--- config.mk ---
export PLATFORM = sky130hd
export DESIGN_NAME = regfile_mp
export DESIGN_NICKNAME = d
export VERILOG_FILES = /design/src/rtl/regfile_mp.sv
export SDC_FILE = /design/constraint.sdc
export NUM_CORES = 1
export LEC_CHECK = 0
export CELL_PAD_IN_SITES_DETAIL_PLACEMENT = 0
export CELL_PAD_IN_SITES_GLOBAL_PLACEMENT = 1
export CORE_MARGIN = 2
export CORE_UTILIZATION = 51
export DETAILED_ROUTE_END_ITERATION = 10
export HOLD_SLACK_MARGIN = 0.08
export PLACE_DENSITY = 0.93
export SLEW_MARGIN = 20
export SYNTH_ARGS = -nofsm -noshare
export SYNTH_HDL_FRONTEND = slang
export SYNTH_SLANG_ARGS = --single-unit
--- constraint.sdc ---
create_clock -name clk -period 2.7 [get_ports clk]
set_input_delay 0.54 -clock clk [delete_from_list [all_inputs] [get_ports clk]]
set_output_delay 0.54 -clock clk [all_outputs]
set_load 0.05 [all_outputs]
--- src/rtl/regfile_mp.sv ---
// Multi-port register file: NUM_RD registered read ports, WB and LD write ports, ARM-style PC alias.
// Optional same-cycle write-to-read forwarding is enabled by defining REGFILE_BYPASS_EN.
module regfile_mp #(
   parameter int unsigned DATA_W    = 32,
   parameter int unsigned ADDR_W    = 4,
   parameter int unsigned NUM_RD    = 2,
   parameter int unsigned PC_IDX    = 15,
   parameter int unsigned PC_OFFSET = 8
) (
   input  logic                       clk,
   input  logic                       reset_n,
   input  logic [NUM_RD-1:0]          rd_en,
   input  logic [NUM_RD*ADDR_W-1:0]   rd_addr,
   output logic [NUM_RD*DATA_W-1:0]   rd_data,
   output logic [NUM_RD-1:0]          rd_valid,
   input  logic                       wb_en,
   input  logic [ADDR_W-1:0]          wb_addr,
   input  logic [DATA_W-1:0]          wb_data,
   input  logic                       ld_en,
   input  logic [ADDR_W-1:0]          ld_addr,
   input  logic [DATA_W-1:0]          ld_data,
   input  logic [DATA_W-1:0]          pc_in
);

   localparam int unsigned DEPTH = 2 ** ADDR_W;

   if (NUM_RD < 1 || NUM_RD > 4) begin : g_bad_num_rd
      $fatal(1, "regfile_mp: NUM_RD must be in 1..4");
   end

   logic [DATA_W-1:0] mem      [DEPTH];
   logic [DATA_W-1:0] rd_val_c [NUM_RD];
   logic [DATA_W-1:0] rd_q     [NUM_RD];
   logic [DATA_W-1:0] pc_rel_c;
   logic              wb_drop_c;

   assign pc_rel_c  = pc_in + DATA_W'(PC_OFFSET);
   assign wb_drop_c = ld_en && (ld_addr == wb_addr);

   // Storage: LD wins over WB when both target the same register
   always_ff @(posedge clk or negedge reset_n) begin
      if (!reset_n) begin
         for (int i = 0; i < int'(DEPTH); i++) begin
            mem[i] <= '0;
         end
      end else begin
         if (wb_en && !wb_drop_c) begin
            mem[wb_addr] <= wb_data;
         end
         if (ld_en) begin
            mem[ld_addr] <= ld_data;
         end
      end
   end

   // Per-port read value; the PC alias overrides both storage and forwarding
   always_comb begin
      for (int k = 0; k < int'(NUM_RD); k++) begin
         logic [ADDR_W-1:0] a;
         a           = rd_addr[k*ADDR_W +: ADDR_W];
         rd_val_c[k] = mem[a];
`ifdef REGFILE_BYPASS_EN
         if (wb_en && (wb_addr == a)) begin
            rd_val_c[k] = wb_data;
         end
         if (ld_en && (ld_addr == a)) begin
            rd_val_c[k] = ld_data;
         end
`endif
         if (a == ADDR_W'(PC_IDX)) begin
            rd_val_c[k] = pc_rel_c;
         end
      end
   end

   // Registered read outputs; data holds when the port is idle
   always_ff @(posedge clk or negedge reset_n) begin
      if (!reset_n) begin
         for (int k = 0; k < int'(NUM_RD); k++) begin
            rd_q[k] <= '0;
         end
         rd_valid <= '0;
      end else begin
         for (int k = 0; k < int'(NUM_RD); k++) begin
            if (rd_en[k]) begin
               rd_q[k] <= rd_val_c[k];
            end
         end
         rd_valid <= rd_en;
      end
   end

   for (genvar k = 0; k < int'(NUM_RD); k++) begin : g_rd_out
      assign rd_data[k*DATA_W +: DATA_W] = rd_q[k];
   end

endmodule
==> impl_metrics.json <==
{
  "syn_inst": 3226,
  "routabilityCongestion": 0.941,
  "ys_dominant_reg_cell": "dfrtp_1",
  "cts_htree_levels": 2,
  "finalHoldWorstSlack_ps": 365,
  "async_flop_share_pct": 100,
  "ctsRootBufferMaster": "clkbuf_16",
  "dp.cells": 4140,
  "routed_wirelength_um": 123000,
  "vias_per_cell": 6.86,
  "remaining_drcs": 0,
  "groute.usage.overall_pct": 36.3,
  "slew_of_the_pin_with_the_lowest_slew_margin_ps": 759,
  "post-synth-top-area-fraction_pct": 41.2,
  "post_synthesis_cell_area_um2": 33200,
  "clk_pin_slew_ps": 60,
  "hold_end": "rd_data[14]",
  "synthMostInstantiatedCell": "nor2_1",
  "initialDrtViolationCount": 3678,
  "timing.critical_path.slowest_cell_delay_ps": 850,
  "dr.pass1.iters": 6,
  "yosys-top-cells-count": "nor2_1 (579), dfrtp_1 (546), a21oi_1 (530), mux2i_1 (521), clkbuf_1 (214)",
  "finClkSkew_ps": 30.4,
  "synth_warnings": 0,
  "peakVddDrop_v": 0.000547,
  "clock.fmax_mhz": 399,
  "start_kind": "register",
  "timing.final.crit_share_pct": 92.9,
  "number_of_nets_still_failing_antenna_checks_after_routing": 0,
  "finalHoldViolCount": 0,
  "hpwl_um": 78400,
  "timing.max_slew.rel_slack_pct": 49.2,
  "cp_slowest_cell": "clkdlybuf4s50_1",
  "timing.reg2reg.worst_path_depth": 5,
  "first_global_vias": 29600,
  "hold_depth": 2,
  "coreArea_um2": 64300,
  "setup_slack_on_the_worst_flop_to_flop_path_ps": 980,
  "syn_nets": 3345,
  "synthesis.area_per_instance_um2": 10.3,
  "crit_arrival_ps": 1970,
  "cts_post_setup_buffers_inserted": 0,
  "final_layout_setup_total_negative_slack_ps": 0,
  "path_delay_family": "buffers and inverters",
  "cts_buffers": 58,
  "grt_antenna_before_repair": 7,
  "total_gr_overflow": 0,
  "synth.yosys.seq_area_share_pct": 41.2,
  "synthTopCellsByArea": "dfrtp_1 (41%), mux2i_1 (16%), mux4_2 (13%)",
  "placed_area_um2": 37200,
  "synth-seq-cells": 546,
  "worst_setup_slack_final_ps": 191,
  "outcome": "finished clean",
  "critPathBufInv": 1,
  "slew_viol_final": 0,
  "fin_nets": 3465,
  "pwr_cell_area_nw_per_um2": 724,
  "dieArea_um2": 67100,
  "max-clock-path-buffers": 3,
  "synth-edff-count": 0,
  "timing.hold.worst.class": "input port to register",
  "leakage_nw": 18.4,
  "crit_required_ps": 2160,
  "grt_pass1_wl_um": 182000,
  "hold_startpoint": "rd_en[0]",
  "report.final.setup_viol": 0,
  "synth_cell_types": 62,
  "io_pins": 184,
  "place.port_buffers": 183,
  "total_power_mw": 28.3,
  "timing.critical_path.to_type": "output pin",
  "postLayoutCoreUtil_pct": 60.8,
  "critPathKind": "register to output pin",
  "placement.setup.worst_slack_ps": -267,
  "chipHeight_um": 259,
  "final_area_um2": 39100,
  "areaGrowthSynthToFinish_pct": 17.9,
  "grt_max_degree": 89,
  "die_w_um": 259,
  "grt_setup_unrepaired": "false",
  "synth_top_cell_by_area": "dfrtp_1",
  "path_cells": "clkdlybuf4s50_1",
  "route.detailed.wl_per_inst_um": 28.9,
  "cts_tree": "done",
  "tritoncts_num_sinks": 546,
  "drv.max_cap_violation_count": 0,
  "num_vias": 29100,
  "path_max_fanout": 2,
  "crit-reg2reg-capture": "rd_data[50]",
  "floorplan.initialDensity_pct": 51.5,
  "time_the_worst_path_needs_with_i_o_delays_and_setup_ps": 2510,
  "rows": 93,
  "reg2reg_from": "mem[274]",
  "final_layout_size_suffix_gt1_share_pct": 18.4,
  "clock_insertion_delay_worst_skew_ps": 650,
  "final_cells": 4249
}
[state kept, by name (all words and copies together) (netlist names)]
register,flops
mem,480
rd_data,64
rd_valid,2
[timing repair]
| action | CTS | global route |
|---|---|---|
| endpoints found under the hold margin | 36 | 0 |
| hold buffers | 1 | 0 |
| resized for setup | 0 | 0 |
[worst max-delay path by stage]
| stage | from | endpoint | cells after the start |
|---|---|---|---|
| global route | rd_data[61] | rd_data[61] | 1 |
| floorplan | rd_addr[4] | rd_data[39] | 7 |
| finish | rd_data[29] | rd_data[29] | 1 |
| global placement | pc_in[13] | rd_data[59] | 7 |
| detailed placement | pc_in[13] | rd_data[27] | 7 |
| CTS | rd_data[31] | rd_data[31] | 1 |
[routing by layer]
| metal | global-route usage (%) | wire [um] | share of wire (%) | vias to the layer above |
|---|---|---|---|---|
| li1 | - | - | - | 12000 |
| met1 | 45.7 | 44200 | 36 | 14400 |
| met2 | 55.4 | 55000 | 45 | 2145 |
| met3 | 10.7 | 15100 | 12 | 577 |
| met4 | 22.0 | 8240 | 6.7 | 8 |
| met5 | 0 | 50 | 0.041 | - |
[cells by family after synthesis]
group                      synth area share, %
buffers and inverters                     4.75
AOI/OAI and AO/OA                         13.1
and+or+nand+nor                           9.65
xor gates and xnor gates                 0.740
adders and majority gates               0.0377
muxes                                     30.5
DFF                                       41.2
[area by class of cell]
cell class,count,area (um2)
clock buffer,94,1810
sequential,546,13700
multi-input combinational,2315,18100
inverter,12,45.0
timing repair buffer,413,4300
clock inverter,11,113
antenna,3,7.51
fill,4988,25300
tap,855,1070
[layout by cell type, fill, tap and decap left out, drive strengths merged, types with 9 or more instances in the layout]
master | Yosys | layout
nor2 | 579 | 579
dfrtp | 546 | 546
a21oi | 530 | 530
mux2i | 521 | 521
buf | 139 | 238
mux4 | 188 | 188
clkdlybuf4s50 | 0 | 174
clkbuf | 214 | 94
nand2 | 72 | 72
mux2 | 58 | 58
o22ai | 39 | 39
o221ai | 38 | 38
o21ai | 33 | 33
a211oi | 26 | 26
nand3 | 24 | 24
nand2b | 23 | 23
xnor2 | 22 | 22
nor2b | 17 | 17
o31ai | 14 | 14
inv | 11 | 12
nor4 | 12 | 12
nor3 | 9 | 9
clkinv | 1 | 9
[power breakdown]
group	switching [mW]	leakage, nW	internal [mW]	total, mW
logic	4.00	11.2	4.08	8.08
clock network	3.44	0.953	4.73	8.17
registers	1.73	6.29	10.3	12.1
total	9.17	18.4	19.1	28.3
Power figures use the tool's default switching activity.
